`src/rtl/valu_pkg.sv`:
```
// Shared definitions for the vector ALU issue/writeback scheduler:
// unit indices, default latencies, and the reservation-table entry type.
package valu_pkg;

  localparam int unsigned VALU_VSFX = 0;
  localparam int unsigned VALU_VCFX = 1;
  localparam int unsigned VALU_VFPU = 2;

  localparam logic [11:0] VALU_UNIT_LAT_DEFAULT = 12'h431;

  // Entry fields are sized for the widest supported configuration
  // (8 units, 8-bit register address); narrower builds use low bits.
  localparam int unsigned VALU_UNIT_W = 3;
  localparam int unsigned VALU_VRT_W  = 8;

  typedef struct packed {
    logic                   valid;
    logic [VALU_UNIT_W-1:0] unit;
    logic [VALU_VRT_W-1:0]  vrt;
  } resv_entry_t;

  function automatic int unsigned lat_of(input logic [63:0] unit_lat,
                                         input int unsigned idx,
                                         input int unsigned lw);
    return 32'((unit_lat >> (idx * lw)) & ~(64'hFFFF_FFFF_FFFF_FFFF << lw));
  endfunction

endpackage

```
`src/rtl/valu_resv_table.sv`:
```
// Reservation shift table: slot 0 is the entry writing back this cycle.
// Provides per-slot valid, RAW and WAW match vectors for issue gating.
module valu_resv_table
  import valu_pkg::*;
#(
  parameter int unsigned LAT_MAX = 8,
  parameter int unsigned RAW     = 5
) (
  input  logic               clk,
  input  logic               rst_n,
  input  logic               flush,
  input  logic [LAT_MAX-1:0] push_sel,
  input  resv_entry_t        push_entry,
  input  logic [3*RAW-1:0]   chk_src,
  input  logic [2:0]         chk_src_en,
  input  logic [RAW-1:0]     chk_vrt,
  output logic [LAT_MAX-1:0] slot_valid,
  output logic [LAT_MAX-1:0] raw_match,
  output logic [LAT_MAX-1:0] waw_match,
  output logic [LAT_MAX-1:0] nxt_valid,
  output resv_entry_t        head
);

  resv_entry_t s_q [LAT_MAX];
  resv_entry_t s_d [LAT_MAX];

  always_comb begin
    for (int unsigned k = 0; k < LAT_MAX - 1; k++) begin
      s_d[k] = s_q[k+1];
    end
    s_d[LAT_MAX-1] = '0;
    // The collision check upstream guarantees the target slot's shifted-in
    // occupant is empty, so the push simply overwrites it.
    for (int unsigned k = 0; k < LAT_MAX; k++) begin
      if (push_sel[k]) s_d[k] = push_entry;
    end
    if (flush) begin
      for (int unsigned k = 0; k < LAT_MAX; k++) s_d[k] = '0;
    end
  end

  always_ff @(posedge clk or negedge rst_n) begin
    if (!rst_n) begin
      for (int unsigned k = 0; k < LAT_MAX; k++) s_q[k] <= '0;
    end else begin
      for (int unsigned k = 0; k < LAT_MAX; k++) s_q[k] <= s_d[k];
    end
  end

  always_comb begin
    for (int unsigned k = 0; k < LAT_MAX; k++) begin
      slot_valid[k] = s_q[k].valid;
      nxt_valid[k]  = s_d[k].valid;
      waw_match[k]  = s_q[k].valid && (s_q[k].vrt[RAW-1:0] == chk_vrt);
      raw_match[k]  = 1'b0;
      for (int unsigned s = 0; s < 3; s++) begin
        raw_match[k] = raw_match[k] |
                       (s_q[k].valid && chk_src_en[s] &&
                        (s_q[k].vrt[RAW-1:0] == chk_src[s*RAW +: RAW]));
      end
    end
  end

  assign head = s_q[0];

endmodule

```
`src/rtl/valu_issue_wb_sched.sv`:
```
// Vector ALU issue front end: gates issue on slot collision and RAW/WAW
// hazards, drives the shared writeback port, and keeps sticky VSCR SAT.
module valu_issue_wb_sched
  import valu_pkg::*;
#(
  parameter int unsigned             NUM_UNITS = 3,
  parameter int unsigned             LW        = 4,
  parameter logic [NUM_UNITS*LW-1:0] UNIT_LAT  = VALU_UNIT_LAT_DEFAULT,
  parameter int unsigned             LAT_MAX   = 8,
  parameter int unsigned             RAW       = 5,
  localparam int unsigned            UW        = $clog2(NUM_UNITS),
  localparam int unsigned            CW        = $clog2(LAT_MAX + 1)
) (
  input  logic                 clk,
  input  logic                 rst_n,
  input  logic                 in_valid,
  output logic                 in_ready,
  input  logic [UW-1:0]        in_unit,
  input  logic [RAW-1:0]       in_vrt,
  input  logic [3*RAW-1:0]     in_src,
  input  logic [2:0]           in_src_en,
  output logic [NUM_UNITS-1:0] unit_start,
  input  logic [NUM_UNITS-1:0] unit_sat,
  input  logic                 flush,
  input  logic                 vscr_clr,
  output logic                 wb_en,
  output logic [UW-1:0]        wb_unit,
  output logic [RAW-1:0]       wb_vrt,
  output logic                 vscr_sat,
  output logic [CW-1:0]        inflight_cnt,
  output logic                 err_bad_unit
);

  if (NUM_UNITS < 2 || NUM_UNITS > 8) begin : g_bad_num_units
    $error("valu_issue_wb_sched: NUM_UNITS must be 2..8");
  end
  if (RAW > VALU_VRT_W) begin : g_bad_raw
    $error("valu_issue_wb_sched: RAW exceeds entry vrt width");
  end
  if (NUM_UNITS * LW > 64) begin : g_bad_lat_width
    $error("valu_issue_wb_sched: UNIT_LAT wider than 64 bits");
  end
  for (genvar u = 0; u < NUM_UNITS; u++) begin : g_lat_chk
    if (lat_of(64'(UNIT_LAT), u, LW) < 1 ||
        lat_of(64'(UNIT_LAT), u, LW) > LAT_MAX) begin : g_bad_lat
      $error("valu_issue_wb_sched: unit latency outside 1..LAT_MAX");
    end
  end

  logic [LAT_MAX-1:0] slot_valid, raw_match, waw_match, nxt_valid;
  logic [LAT_MAX-1:0] lat_sel, push_sel;
  resv_entry_t        push_entry, head;
  logic               unit_ok, collide, hazard, accept, sat_hit;
  int unsigned        lat;
  logic [CW-1:0]      cnt_d, cnt_q;
  logic               vscr_sat_q, err_q;
  logic               unused_head;

  valu_resv_table #(
    .LAT_MAX (LAT_MAX),
    .RAW     (RAW)
  ) u_table (
    .clk        (clk),
    .rst_n      (rst_n),
    .flush      (flush),
    .push_sel   (push_sel),
    .push_entry (push_entry),
    .chk_src    (in_src),
    .chk_src_en (in_src_en),
    .chk_vrt    (in_vrt),
    .slot_valid (slot_valid),
    .raw_match  (raw_match),
    .waw_match  (waw_match),
    .nxt_valid  (nxt_valid),
    .head       (head)
  );

  always_comb begin
    unit_ok = (32'(in_unit) < NUM_UNITS);
    lat     = 1;
    for (int unsigned u = 0; u < NUM_UNITS; u++) begin
      if (32'(in_unit) == u) lat = lat_of(64'(UNIT_LAT), u, LW);
    end
    for (int unsigned k = 0; k < LAT_MAX; k++) begin
      lat_sel[k] = unit_ok && (lat == k + 1);
    end
    // The slot just above the target must be free, otherwise both entries
    // would land in the same writeback cycle.
    collide = 1'b0;
    for (int unsigned k = 0; k < LAT_MAX - 1; k++) begin
      collide = collide | (lat_sel[k] & slot_valid[k+1]);
    end
    hazard   = (|raw_match) || (|waw_match);
    in_ready = unit_ok && !collide && !hazard && !flush;
    accept   = in_valid && in_ready;
    for (int unsigned u = 0; u < NUM_UNITS; u++) begin
      unit_start[u] = accept && (32'(in_unit) == u);
    end
    push_sel         = accept ? lat_sel : '0;
    push_entry.valid = 1'b1;
    push_entry.unit  = VALU_UNIT_W'(in_unit);
    push_entry.vrt   = VALU_VRT_W'(in_vrt);
  end

  always_comb begin
    sat_hit = 1'b0;
    for (int unsigned u = 0; u < NUM_UNITS; u++) begin
      if (head.valid && unit_sat[u] && (head.unit == VALU_UNIT_W'(u))) sat_hit = 1'b1;
    end
    cnt_d = '0;
    for (int unsigned k = 0; k < LAT_MAX; k++) begin
      cnt_d = cnt_d + CW'(nxt_valid[k]);
    end
  end

  always_ff @(posedge clk or negedge rst_n) begin
    if (!rst_n) begin
      vscr_sat_q <= 1'b0;
      cnt_q      <= '0;
      err_q      <= 1'b0;
    end else begin
      if (sat_hit) begin
        vscr_sat_q <= 1'b1;
      end else if (vscr_clr) begin
        vscr_sat_q <= 1'b0;
      end
      cnt_q <= cnt_d;
      err_q <= in_valid && !unit_ok;
    end
  end

  assign wb_en        = head.valid;
  assign wb_unit      = head.unit[UW-1:0];
  assign wb_vrt       = head.vrt[RAW-1:0];
  assign vscr_sat     = vscr_sat_q;
  assign inflight_cnt = cnt_q;
  assign err_bad_unit = err_q;
  assign unused_head  = ^head;

endmodule
```
`config.mk`:
```
export PLATFORM = sky130hd
export DESIGN_NAME = valu_issue_wb_sched
export DESIGN_NICKNAME = d
export VERILOG_FILES = /design/src/rtl/valu_pkg.sv /design/src/rtl/valu_resv_table.sv /design/src/rtl/valu_issue_wb_sched.sv
export SDC_FILE = /design/constraint.sdc
export NUM_CORES = 1
export LEC_CHECK = 0
export ABC_CLOCK_PERIOD_IN_PS = 12600
export CAP_MARGIN = 20
export CELL_PAD_IN_SITES_DETAIL_PLACEMENT = 1
export CELL_PAD_IN_SITES_GLOBAL_PLACEMENT = 1
export CORE_MARGIN = 3
export CORE_UTILIZATION = 49
export CTS_BUF_LIST = sky130_fd_sc_hd__clkbuf_4
export DETAILED_ROUTE_END_ITERATION = 16
export PLACE_DENSITY_LB_ADDON = 0.25
export SLEW_MARGIN = 15
export SYNTH_ARGS = -nofsm -noshare
export SYNTH_HDL_FRONTEND = slang
export SYNTH_SLANG_ARGS = --single-unit
```
`constraint.sdc`:
```
create_clock -name clk -period 12.6 [get_ports clk]
set_clock_uncertainty 0.2 [all_clocks]
set_input_delay 3.78 -clock clk [delete_from_list [all_inputs] [get_ports clk]]
set_output_delay 3.78 -clock clk [all_outputs]
set_load 0.005 [all_outputs]
```
Word level (Yosys, flattened, before mapping). Index checks and enable logic that the tools add are counted.

Bits in registers: 99. Latch bits: 0. Memory bits (writable): 0. Bits in read-only memories: 0. Input bits: 33. Output and inout port bits: 18. Logic and storage cells: 213. Memories: 0.

$add $sub $neg: 7. $mul: 0. Divide/modulo/power cells: 0. Magnitude comparators: 1. Equality and inequality tests: 44. Shift-type cells: 0. Multiplexer cells: 17. Bitwise logic cells: 29. Reduce and logical (&&, ||, !) cells: 88.

Operators with widths (number): 5-bit equality test (32); 32-bit by 3-bit equality test with 1-bit output (second input constant) (4); 12-bit 2-to-1 mux (8); 96-bit 2-to-1 mux (1); 1-bit logical AND (78); 32-bit by 2-bit equality test with 1-bit output (second input constant) (2); 32-bit by 1-bit equality test with 1-bit output (second input constant) (1); 32-bit by 4-bit equality test with 1-bit output (second input constant) (1); 1-bit bitwise OR (22); 4-bit by 1-bit adder with 4-bit output (4); 8-bit OR reduction (2); 8-bit 2-to-1 mux (1); 1-bit bitwise AND (7); 1-bit 2-to-1 mux (5); 3-bit by 1-bit adder with 4-bit output (1); 1-bit zero test (4); 2-bit by 1-bit adder with 3-bit output (1); 3-bit by 1-bit equality test with 1-bit output (second input constant) (1); 3-bit by 2-bit equality test with 1-bit output (second input constant) (1); 3-bit zero test (1); 3-bit 2-to-1 mux (1); 1-bit by 1-bit adder with 2-bit output (1); 2-bit by 1-bit equality test with 1-bit output (second input constant) (1); 2-bit equality test (second input constant) (1); other kinds (5) (5).

Logic depth before layout (Yosys ltp).
Depth after elaboration: 27. Gate-level depth with buffers: 16.

Modules after synthesis. From an unflattened synthesis, not the netlist that was laid out.

Cells, all modules: 695. Area total of the unflattened synthesis: 6904.1 um^2.

By module, submodules not included: valu_resv_table (times used 1, cells an instance 612, area each 6143.4 um^2); valu_issue_wb_sched (times used 1, cells an instance 83, area each 760.7 um^2).

Least setup slack after synthesis. OpenSTA, ideal clock, no wires.

Path type: input to output. From: input port in_unit[0]. To: output port unit_start[0]. Arrival time: 5.179 ns. Data required time: 8.620 ns. Path slack: 3.441 ns. Cell stages on the path: 8. Path buffers: 1. Path through: inv_1 ha_1 buf_4 a211oi_2 nand4_2 nor3_1 nand4_1 nor2_1.

Word-level cells in the longest chain between the ends: 18. Elaborated cells on any way between the ends: 39. Those cells by class: 1 x order compare; 9 x eq/ne; 2 x mux; 13 x bitwise; 14 x reduce/logical.

Ends and longest elaborated chain: start: declaration (RTL line valu_issue_wb_sched.sv:18) `input logic [UW-1:0] in_unit,`; 2-bit by 1-bit equality test with 1-bit output (RTL line valu_issue_wb_sched.sv:82) `if (32'(in_unit) == u) lat = lat_of(64'(UNIT_LAT), u, LW);`; 2-bit 2-to-1 mux (RTL line valu_issue_wb_sched.sv:82); 3-bit 2-to-1 mux (RTL line valu_issue_wb_sched.sv:82); 32-bit by 1-bit equality test with 1-bit output or 32-bit by 2-bit equality test with 1-bit output (tied branches) (RTL line valu_issue_wb_sched.sv:85) `lat_sel[k] = unit_ok && (lat == k + 1);`; 1-bit logical AND (RTL line valu_issue_wb_sched.sv:85); 1-bit bitwise AND (RTL line valu_issue_wb_sched.sv:91) `collide = collide | (lat_sel[k] & slot_valid[k+1]);`; 1-bit bitwise OR (6 in a row) (RTL line valu_issue_wb_sched.sv:91); 1-bit zero test (RTL line valu_issue_wb_sched.sv:94) `in_ready = unit_ok && !collide && !hazard && !flush;`; 1-bit logical AND (3 in a row) (RTL line valu_issue_wb_sched.sv:94); 1-bit logical AND (RTL line valu_issue_wb_sched.sv:95) `accept = in_valid && in_ready;`; 1-bit logical AND * (RTL line valu_issue_wb_sched.sv:97) `unit_start[u] = accept && (32'(in_unit) == u);`; end: declaration (RTL line valu_issue_wb_sched.sv:22) `output logic [NUM_UNITS-1:0] unit_start,`.

Every way passes the cells marked *; elsewhere a longest branch is shown, timed or not.

Worst setup path after layout. Ends and elaborated chain as after synthesis.

==> impl_metrics.json <==
{
  "outcome": "completed",
  "place.detailed.hpwl_um": 11010,
  "finalSetupViolCount": 0,
  "postSynthAreaPerCell_um2": 8.812,
  "syn_inst": 563,
  "drv_cap": 0,
  "syn_area_mm2": 0.004961,
  "grt_overflow_total": 0,
  "cts_made_buffers": 9,
  "dr_total_vias": 4193,
  "critPathSlowestCell": "clkdlybuf4s50_1",
  "synth_top_area_share_pct": 30.77,
  "max_slew_margin_pct": 33.66,
  "ir_drop_uv": 51.11,
  "yosysUniqueCellTypes": 44,
  "initial_core_util_pct": 50.52,
  "fin_crit_sh_pct": 87.64,
  "grt_max_degree": 62,
  "cp.buffers_inverters": 3,
  "cts_resized": 0,
  "synth-main-ff-cell": "dfrtp_1",
  "vias_per_cell": 6.194,
  "row_count": 36,
  "powerDensity_mw_per_mm2": 72.91,
  "synth_area_leaders": "dfrtp_1 (31%), xor2_1 (17%), xnor2_1 (7.1%), a21oi_1 (4.5%), nand4_1 (4.2%)",
  "antenna_found_initial": 1,
  "clock-sinks": 61,
  "nNetsFinal": 584,
  "crit_required_ns": 8.62,
  "synth-xor-area-share_pct": 24.87,
  "min_path_type": "reg -> reg",
  "die_y_um": 106.6,
  "postLayoutCoreUtil_pct": 53.13,
  "fmax_mhz": 90.55,
  "htreeDepth": 3,
  "synth-seq-cells": 61,
  "fillCellCount": 1179,
  "num_io_pins": 51,
  "hold_violations": 0,
  "min_from": "vscr_sat",
  "startpoint": "in_unit[0]",
  "yosysSeqAreaShare_pct": 30.77,
  "synth_top_family_by_area": "XOR/XNOR gates",
  "drc": 0,
  "fin_cells": 677,
  "fin_setup_tns_ns": 0,
  "critPathMaxStageDelay_ns": 0.64,
  "r2r-start": "u_table.s_q[28]",
  "syn_nets": 606,
  "root_buffer": "clkbuf_4",
  "cp_max_fo": 10,
  "drt_wl_total_um": 15640,
  "grt_util_all_layers_pct": 28.45,
  "cts.hold.buffers_added": 0,
  "placed_cells": 663,
  "grt_pass1_vias": 4466,
  "portBuffers": 49,
  "synth.area.mux_share_pct": 0.2018,
  "yosys_warnings": 0,
  "grt_pass1_wl_um": 24760,
  "hold_ws_ns": 0.3256,
  "drt_iter0_drc": 275,
  "crit_family": "buffers and inverters",
  "cts_tree": "yes",
  "drv_slew": 0,
  "yosys.area_share.simple_pct": 19.39,
  "cp-start-kind": "input port",
  "period_needed_ns": 11.04,
  "async_flop_share_pct": 100.0,
  "worstMarginPinSlew_ns": 0.9951,
  "clock_latency_ns": 0.41,
  "rsz0062_at_grt": "false",
  "fp.dieW_um": 106.6,
  "post-synth-top-count-cell": "xor2_1",
  "first_pass_iters": 4,
  "wl_per_cell_um": 23.11,
  "p_leak_nw": 2.216,
  "ant_nets": 0,
  "yosys.area.top_type": "dfrtp_1",
  "synth_compound_area_share_pct": 10.32,
  "layout-drive-gt1-share_pct": 5.147,
  "insertedDiodeCount": 0,
  "syn2layout_area_growth_pct": 5.170,
  "worstSetupEndpointType": "primary output",
  "core-area_mm2": 0.009819,
  "cts.clk_slew.worst_paths_ns": 0.10,
  "cp_data_arrival_time_ns": 7.06,
  "cts_max_path_buffers": 2,
  "path_cells": "clkdlybuf4s50_1, inv_1, ha_1, nor2b_1, o21ai_0, nand4_2, nor3_1, nand4_1, nor2_1, clkdlybuf4s50_1",
  "worstSetupPathType": "in -> out",
  "synth_common_cells": "xor2_1 (99), dfrtp_1 (61), a21oi_1 (45)",
  "synth_edf_count": 0,
  "dieArea_mm2": 0.01137,
  "synth-adder-area-share_pct": 3.127,
  "crit_path_frequent_cell": "clkdlybuf4s50_1",
  "place_congestion": 0.9269,
  "cts_setup_buffers": 0
}
-- cells in the final DEF, fill, tap and decap left out, drive strengths merged, types with 5 or more instances in the layout --
master,Yosys,layout
inv,15,15
a21oi,47,47
xnor2,40,40
o21ai,38,38
clkinv,1,5
nor3,5,5
nor2,13,13
nor4,27,27
clkdlybuf4s50,0,47
and4,10,10
nand4,36,36
xor2,100,100
dfrtp,61,61
and3,5,5
o31ai,7,7
nand2,6,6
ha,6,6
nand3,41,41
clkbuf,18,10
-- state kept, by name (all words and copies together), names as in the netlist --
signal and flops:
u_table.s_q 42, u_table.head 8, u_table.slot_valid 6, inflight_cnt 3
err_bad_unit 1, vscr_sat 1
-- worst register-to-register path, stage by stage, from the launching register on --
cell	delay, ns
dfrtp_1	0.54
xor2_1	0.22
nor4_1	0.08
and3_1	0.19
nor4_4	0.59
and4_1	0.76
a21oi_1	0.18
or2_2	0.31
fa_1	0.48
fa_1	0.50
inv_1	0.05
fa_1	0.38
fa_1	0.43
-- routing by layer --
metal	vias up	GRT usage, %	wire length [um]
met2	139	47.44	7734
met3	34	4.395	757
li1	1866	-	-
met1	2154	37.30	6704
met5	-	0	0
met4	0	10.87	448
-- power by group --
group | internal [mW] | switching [mW]
combinational | 0.0287 | 0.0423
clock | 0.0387 | 0.0689
sequential | 0.198 | 0.00398
-- stage by stage --
| stage | total power, mW | cell area [um^2] | setup slack, ns |
|---|---|---|---|
| floorplan | 0.2488 | 4961 | 3.441 |
| global placement | 0.2732 | 5125 | 1.760 |
| detailed placement | 0.2760 | 5125 | 1.587 |
| CTS | 0.3840 | 5218 | 1.585 |
| global route | 0.3987 | 5218 | 1.320 |
| finish | 0.3804 | 5218 | 1.557 |
-- path summary, 6_finish.rpt --
path,slack [ns],end,cells past startpoint
worst max register to register,7.57,inflight_cnt[1],12
max in group asynchronous,8.35,u_table.s_q[24],2
worst min register to register,0.33,vscr_sat,2
min in group asynchronous,3.31,u_table.head[1],2
worst max-delay path,1.56,unit_start[0],10
worst min-delay path,0.33,vscr_sat,2
-- layout make-up --
| cell class | count | area [um^2] | area share (%) |
|---|---|---|---|
| multi-input combinational | 402 | 2877 | 55.13 |
| sequential | 61 | 1526 | 29.26 |
| timing repair buffer | 51 | 495.5 | 9.496 |
| tap | 133 | 166.4 | 3.189 |
| clock buffer | 10 | 75.07 | 1.439 |
| inverter | 16 | 60.06 | 1.151 |
| clock inverter | 4 | 17.52 | 0.3357 |
-- kinds of logic after synthesis --
logic type,Yosys count
flops,61
other cells,1
buf+inv,100
fa+ha+maj,10
compound gates,95
simple gates,155
mux,1
xor+xnor,140
Note: power is estimated with default switching activity, not from simulation.
